===== src/rtl/if_id_queue.sv =====
// rtl/if_id_queue.sv - DEPTH-entry IF->ID decoupling FIFO with valid/ready handshakes and flush
module if_id_queue #(
   parameter int PC_W   = 32,
   parameter int INST_W = 32,
   parameter int DEPTH  = 4
) (
   input  logic                     clk,
   input  logic                     rst,
   input  logic                     flush,
   input  logic                     if_valid,
   input  logic [PC_W-1:0]          if_pc,
   input  logic [INST_W-1:0]        if_inst,
   output logic                     if_ready,
   input  logic                     id_ready,
   output logic                     id_valid,
   output logic [PC_W-1:0]          id_pc,
   output logic [INST_W-1:0]        id_inst,
   output logic [$clog2(DEPTH):0]   count
);

   localparam int AW = $clog2(DEPTH);
   localparam int CW = AW + 1;
   localparam logic [CW-1:0] FULL_CNT = CW'(DEPTH);

   // Storage is deliberately left unreset; occupancy is tracked by r_count alone
   logic [PC_W-1:0]   r_mem_pc   [DEPTH];
   logic [INST_W-1:0] r_mem_inst [DEPTH];

   logic [AW-1:0] r_wr_ptr;
   logic [AW-1:0] r_rd_ptr;
   logic [CW-1:0] r_count;

   logic w_push;
   logic w_pop;
   logic w_full;
   logic w_empty;

   // Handshake decode uses registered occupancy only, so if_ready never depends on id_ready
   always_comb begin
      w_full   = (r_count == FULL_CNT);
      w_empty  = (r_count == '0);
      if_ready = ~w_full;
      id_valid = ~w_empty;
      w_push   = if_valid & ~w_full & ~flush;
      w_pop    = ~w_empty & id_ready & ~flush;
   end

   // Head presentation: zero-word bubble whenever nothing is buffered
   always_comb begin
      id_pc   = '0;
      id_inst = '0;
      if (!w_empty) begin
         id_pc   = r_mem_pc[r_rd_ptr];
         id_inst = r_mem_inst[r_rd_ptr];
      end
   end

   assign count = r_count;

   // Entry write on an accepted push; pointer arithmetic wraps naturally at DEPTH
   always_ff @(posedge clk) begin
      if (w_push) begin
         r_mem_pc[r_wr_ptr]   <= if_pc;
         r_mem_inst[r_wr_ptr] <= if_inst;
      end
   end

   // Pointer and occupancy update; flush wins over any push or pop offered alongside it
   always_ff @(posedge clk or posedge rst) begin
      if (rst) begin
         r_wr_ptr <= '0;
         r_rd_ptr <= '0;
         r_count  <= '0;
      end else if (flush) begin
         r_wr_ptr <= '0;
         r_rd_ptr <= '0;
         r_count  <= '0;
      end else begin
         if (w_push) begin
            r_wr_ptr <= r_wr_ptr + AW'(1);
         end
         if (w_pop) begin
            r_rd_ptr <= r_rd_ptr + AW'(1);
         end
         case ({w_push, w_pop})
            2'b10:   r_count <= r_count + CW'(1);
            2'b01:   r_count <= r_count - CW'(1);
            default: r_count <= r_count;
         endcase
      end
   end

endmodule


===== config.mk =====
export PLATFORM = sky130hd
export DESIGN_NAME = if_id_queue
export DESIGN_NICKNAME = d
export VERILOG_FILES = /design/src/rtl/if_id_queue.sv
export SDC_FILE = /design/constraint.sdc
export NUM_CORES = 1
export LEC_CHECK = 0
export CAP_MARGIN = 5
export CORE_MARGIN = 5
export CORE_UTILIZATION = 50
export DETAILED_ROUTE_END_ITERATION = 6
export DONT_BUFFER_PORTS = 1
export GPL_TIMING_DRIVEN = 0
export HOLD_SLACK_MARGIN = 0.02
export PLACE_DENSITY = 0.69
export SYNTH_ARGS = -nofsm -noshare
export SYNTH_HDL_FRONTEND = slang
export SYNTH_SLANG_ARGS = --single-unit

===== constraint.sdc =====
create_clock -name clk -period 6.4 [get_ports clk]
set_input_delay 0.32 -clock clk [delete_from_list [all_inputs] [get_ports clk]]
set_output_delay 0.32 -clock clk [all_outputs]
set_load 0.01 [all_outputs]

# --- After elaboration in Yosys (flattened, before gate mapping) ---
# Memories as Yosys holds them, arrays and structs flattened.
# Index checks and enable logic that the tools add are counted.
totals:
  mem_bits_rw: 256
  output_inout_bits: 69
  n_memories: 2
  wordCells: 33
  regBits: 7
memory_table:
  columns: ["name", "depth", "width", "rd", "rd_ports_with_merged_regs", "wr", "line_no", "rtl"]
  rows:
  - ["r_mem_inst", 4, 32, 1, 0, 1, "27", "logic [INST_W-1:0] r_mem_inst [DEPTH];"]
  - ["r_mem_pc", 4, 32, 1, 0, 1, "26", "logic [PC_W-1:0] r_mem_pc [DEPTH];"]
op_classes:
  n_reduce_logical: 4
  n_addsub: 4
  eq_ne: 3
  bitwise_logic: 7
  mux: 10
ops:
  columns: ["operator", "n"]
  rows:
  - ["$mux 32", 2]
  - ["$mux 2", 4]
  - ["$pmux 3 s2", 1]
  - ["$add 2x1->2 const B", 2]
  - ["$and 1x1->1", 4]
  - ["$reduce_bool 2->1", 2]
  - ["$add 3x1->3 const B", 1]
  - ["$eq 3x3->1 const B", 1]
  - ["$logic_not 3->1", 1]
  - ["$mux 3", 1]
  - ["$not 1->1", 3]
  - ["$reduce_bool 3->1", 1]
  - ["$sub 3x1->3 const B", 1]
  - ["$eq 2x1->1 const B", 1]
  - ["$eq 2x2->1 const B", 1]
  - ["$mux 1", 2]

# --- Logic depth before layout (Yosys ltp) ---
logic_depth:
  word_depth: 7
  mapped_depth: 7
  ltp_nobuf: 6

# --- Least setup slack after synthesis ---
# Ideal clock, no wire load.
synth_timing:
  path_kind: "input to register"
  start: "in if_valid"
  end: "mem r_mem_inst[0][0] (enable)"
  stages: 4
  path_slack_ns: 3.490
  required_time_ns: 5.971
  arrival_ns: 2.481
  path_buffers: 1
  path_cell_list: "clkbuf_1 -> inv_1 -> nor3_1 -> and2_1"
synth_via:
  elab_chain_len: 4
synth_lines:
  columns: ["item", "line_no", "rtl"]
  rows:
  - ["start, declared", "10", "input logic if_valid,"]
  - ["$and 1x1->1 (2 in a row)", "44", "w_push = if_valid & ~w_full & ~flush;"]
  - ["$mux 1", "62", "if (w_push) begin"]
  - ["$mux 1 (not written as such)", "64", "r_mem_inst[r_wr_ptr] <= if_inst;"]
  - ["end, declared", "27", null]
# No other way between the ends.

# --- Final worst setup path ---
layout_timing:
  start: "reg r_count[1], in the netlist count[1]"
  end: "out id_pc[14]"
layout_via:
  elab_chain_len: 2
layout_lines:
  columns: ["item", "line_no", "rtl"]
  rows:
  - ["start, declared", "31", "logic [CW-1:0] r_count;"]
  - ["start signal, assigned", "86", "2'b10: r_count <= r_count + CW'(1);"]
  - ["start signal, assigned", "87", "2'b01: r_count <= r_count - CW'(1);"]
  - ["start signal, assigned", "88", "default: r_count <= r_count;"]
  - ["$logic_not 3->1", "41", "w_empty = (r_count == '0);"]
  - ["$mux 32", "52", "if (!w_empty) begin"]
  - ["end, declared", "16", "output logic [PC_W-1:0] id_pc,"]
# No other way between the ends.

==> results.toml <==
[critical_path]
cp.arrival_ns = 2.36
crit_type = "reg2out"
start_kind = "register"
worstSetupEndpointType = "primary output"
critPathMaxFanout = 10
worstPathRequired_ns = 6.08

[timing]
worst_pin_slew_ns = 0.663
fin_tns_setup_ns = 0
setup_viol = 0
slew_violations = 0
max_freq_mhz = 373
rsz0062_at_grt = "no"
post-route-period-util_pct = 41.9
fin_skew_ns = 0.0117
max_slew_margin_pct = 55.8
period_minus_slack_ns = 2.68
hold_viol = 0

[layout]
multiInputGateArea_um2 = 2180
regArea_um2 = 7860
final_cell_area_um2 = 12200
layout.cells.non_filler = 853
n_fill_cell = 1443
nets = 641
layout-area-overhead-vs-synth_pct = 19.2
drive_above_1_share_pct = 22.2

[min_path]
worstHoldPathType = "in2reg"

[yosys]
synth_most_common_cell = "edfxtp_1"
yosysSeqAreaShare_pct = 77.0
synth_edf_count = 256
synthCells = 470
netlist_area_um2 = 10200
synth_top_cell_area_share_pct = 75.3
yosysWarnings = 0
synthesis.nets = 544
synth_top_flop_cell = "edfxtp_1"
ys_types = 35
synthTopCellsByArea = "edfxtp_1 (75%), mux4_2 (14%), and2_1 (4.2%)"
synth.avg_cell_area_um2 = 21.7
synthArstFlopShare_pct = 2.66
yosys.area.top_type = "edfxtp_1"
ys_ff_latch = 263
synthTopCellsByCount = "edfxtp_1 (256), and2_1 (68), mux4_2 (64)"

[floorplanning]
ios = 138
fp-row-count = 52
dieWidth_um = 153
die_h_um = 153
core_region_area_um2 = 20200
initial_utilization_pct = 50.6
die_area_um2 = 23400

[clock_network]
clk_pin_slew_ns = 0.06
cts_made_buffers = 26
tritoncts = "done"
cts_root_buffer = "clkbuf_16"
cts.sinks = 263
ctsResizeCount = 0
clk_path_buf_depth = 3
clk_latency_ns = 0.51
htree_levels = 1

[power_and_ir_drop]
p_leak_nw = 3.92
peakVddDrop_mv = 0.246
p_per_area_nw_per_um2 = 319
p_total_mw = 3.88

[drt]
routedWlPerCell_um = 22.2
drcViolationCount = 0
wirelength_um = 19000
antenna_left = 0
vias = 4734
drtPass1Iterations = 4
vias_per_cell = 5.55
drt_first_iter_violations = 171

[global_routing]
grt_pass1_wl_um = 30000
overflow = 0
grt_pass1_vias = 5284
grt_max_degree = 34
track_usage_pct = 16.3
grt_antenna_before_repair = 1

[run]
maxCapViolations = 0

[placed_design]
io_buffers = 0
place_area_um2 = 10600
dp_cells = 744
place_congestion = 0.716
dp_hpwl_um = 11800

[status]
status = "finished, final reports clean"
-- kinds of logic after synthesis --
group           share of synthesized area, %
buf+inv                                 1.80
mux                                     14.2
simple gates                            5.11
fa+ha+maj                              0.686
flops                                   77.0
compound gates                         0.943
xor+xnor                               0.257
-- cell type report --
cell class,count,area share (%)
Clock buffer,29,5.61
Tap cell,270,2.78
Timing Repair Buffer,69,6.00
Multi-Input combinational cell,174,17.9
Antenna cell,1,0.0206
Buffer,26,1.30
Sequential cell,263,64.6
Clock inverter,14,1.58
Inverter,7,0.216
-- power breakdown --
part / internal, mW / switching, mW
Combinational: 0.172 / 0.208
Sequential: 1.94 / 0.0148
Clock: 0.959 / 0.583
-- routing by layer --
metal  GRT usage [%]  vias to the layer above  part of all wire (%)
li1                -                     2096                     -
met1            20.2                     2452                    39
met2            28.8                      150                    53
met3            4.13                       36                   6.5
met4            4.20                        0                   2.1
met5               0                        -                     0
-- sequential cells by signal (all words and copies together), names as in the netlist --
| signal | count |
|---|---|
| count | 3 |
| r_mem_inst | 128 |
| r_wr_ptr | 2 |
| r_mem_pc | 128 |
| r_rd_ptr | 2 |
-- worst max-delay path: stages (launching register included) --
cell and delay, ns:
dfrtp_1 0.45, buf_2 0.21, or3_1 0.39, clkbuf_2 0.26, clkbuf_1 0.28, and2_1 0.25
-- repair_timing --
action / 4_1_cts / 5_1_grt
hold endpoints to repair: 263 / 0
buffers inserted: 0 / 0
hold buffers: 65 / 0
-- metrics by stage --
stage                     util, %  hold slack, ns  setup slack [ns]
after floorplan                 -           0.123              3.49
after global placement       52.3           0.157              2.19
after detailed placement     52.8           0.165              3.97
after CTS                    60.3          0.0640              3.66
after global routing         60.3           0.111              3.54
final                        60.3          0.0876              3.72
-- placed cells by master (no fill, tap or decap), types with 2 or more instances in the layout --
cell type | netlist | routed
buf_4 | 2 | 2
and2_1 | 68 | 64
nand3_1 | 4 | 4
inv_1 | 7 | 7
mux4_2 | 64 | 64
clkbuf_2 | 3 | 3
clkbuf_16 | 0 | 27
xor2_1 | 2 | 2
nand2_1 | 2 | 2
nand2b_1 | 2 | 2
dlygate4sd3_1 | 0 | 65
buf_12 | 0 | 4
clkbuf_1 | 6 | 8
and2_4 | 0 | 4
ha_1 | 4 | 4
a21oi_1 | 3 | 3
nor3_1 | 2 | 2
dfrtp_1 | 7 | 7
clkinv_1 | 0 | 5
o21ai_0 | 2 | 2
buf_6 | 5 | 5
bufinv_16 | 0 | 5
o2111ai_1 | 2 | 2
clkinv_2 | 0 | 3
nor2_1 | 5 | 5
edfxtp_1 | 256 | 256
buf_2 | 9 | 9
-- path summary, 6_finish.rpt --
check	to	slack (ns)	depth (start not counted)	startpoint
setup / recovery	id_pc[14]	3.72	5	count[1]
hold / removal	count[2]	0.09	3	id_ready
setup reg to reg	count[2]	3.99	6	count[1]
hold reg to reg	r_wr_ptr[1]	0.62	2	r_wr_ptr[1]
max in group asynchronous	count[0]	5.97	2	rst
min in group asynchronous	r_rd_ptr[1]	0.20	2	rst
Note: power is estimated with default switching activity, not from simulation.
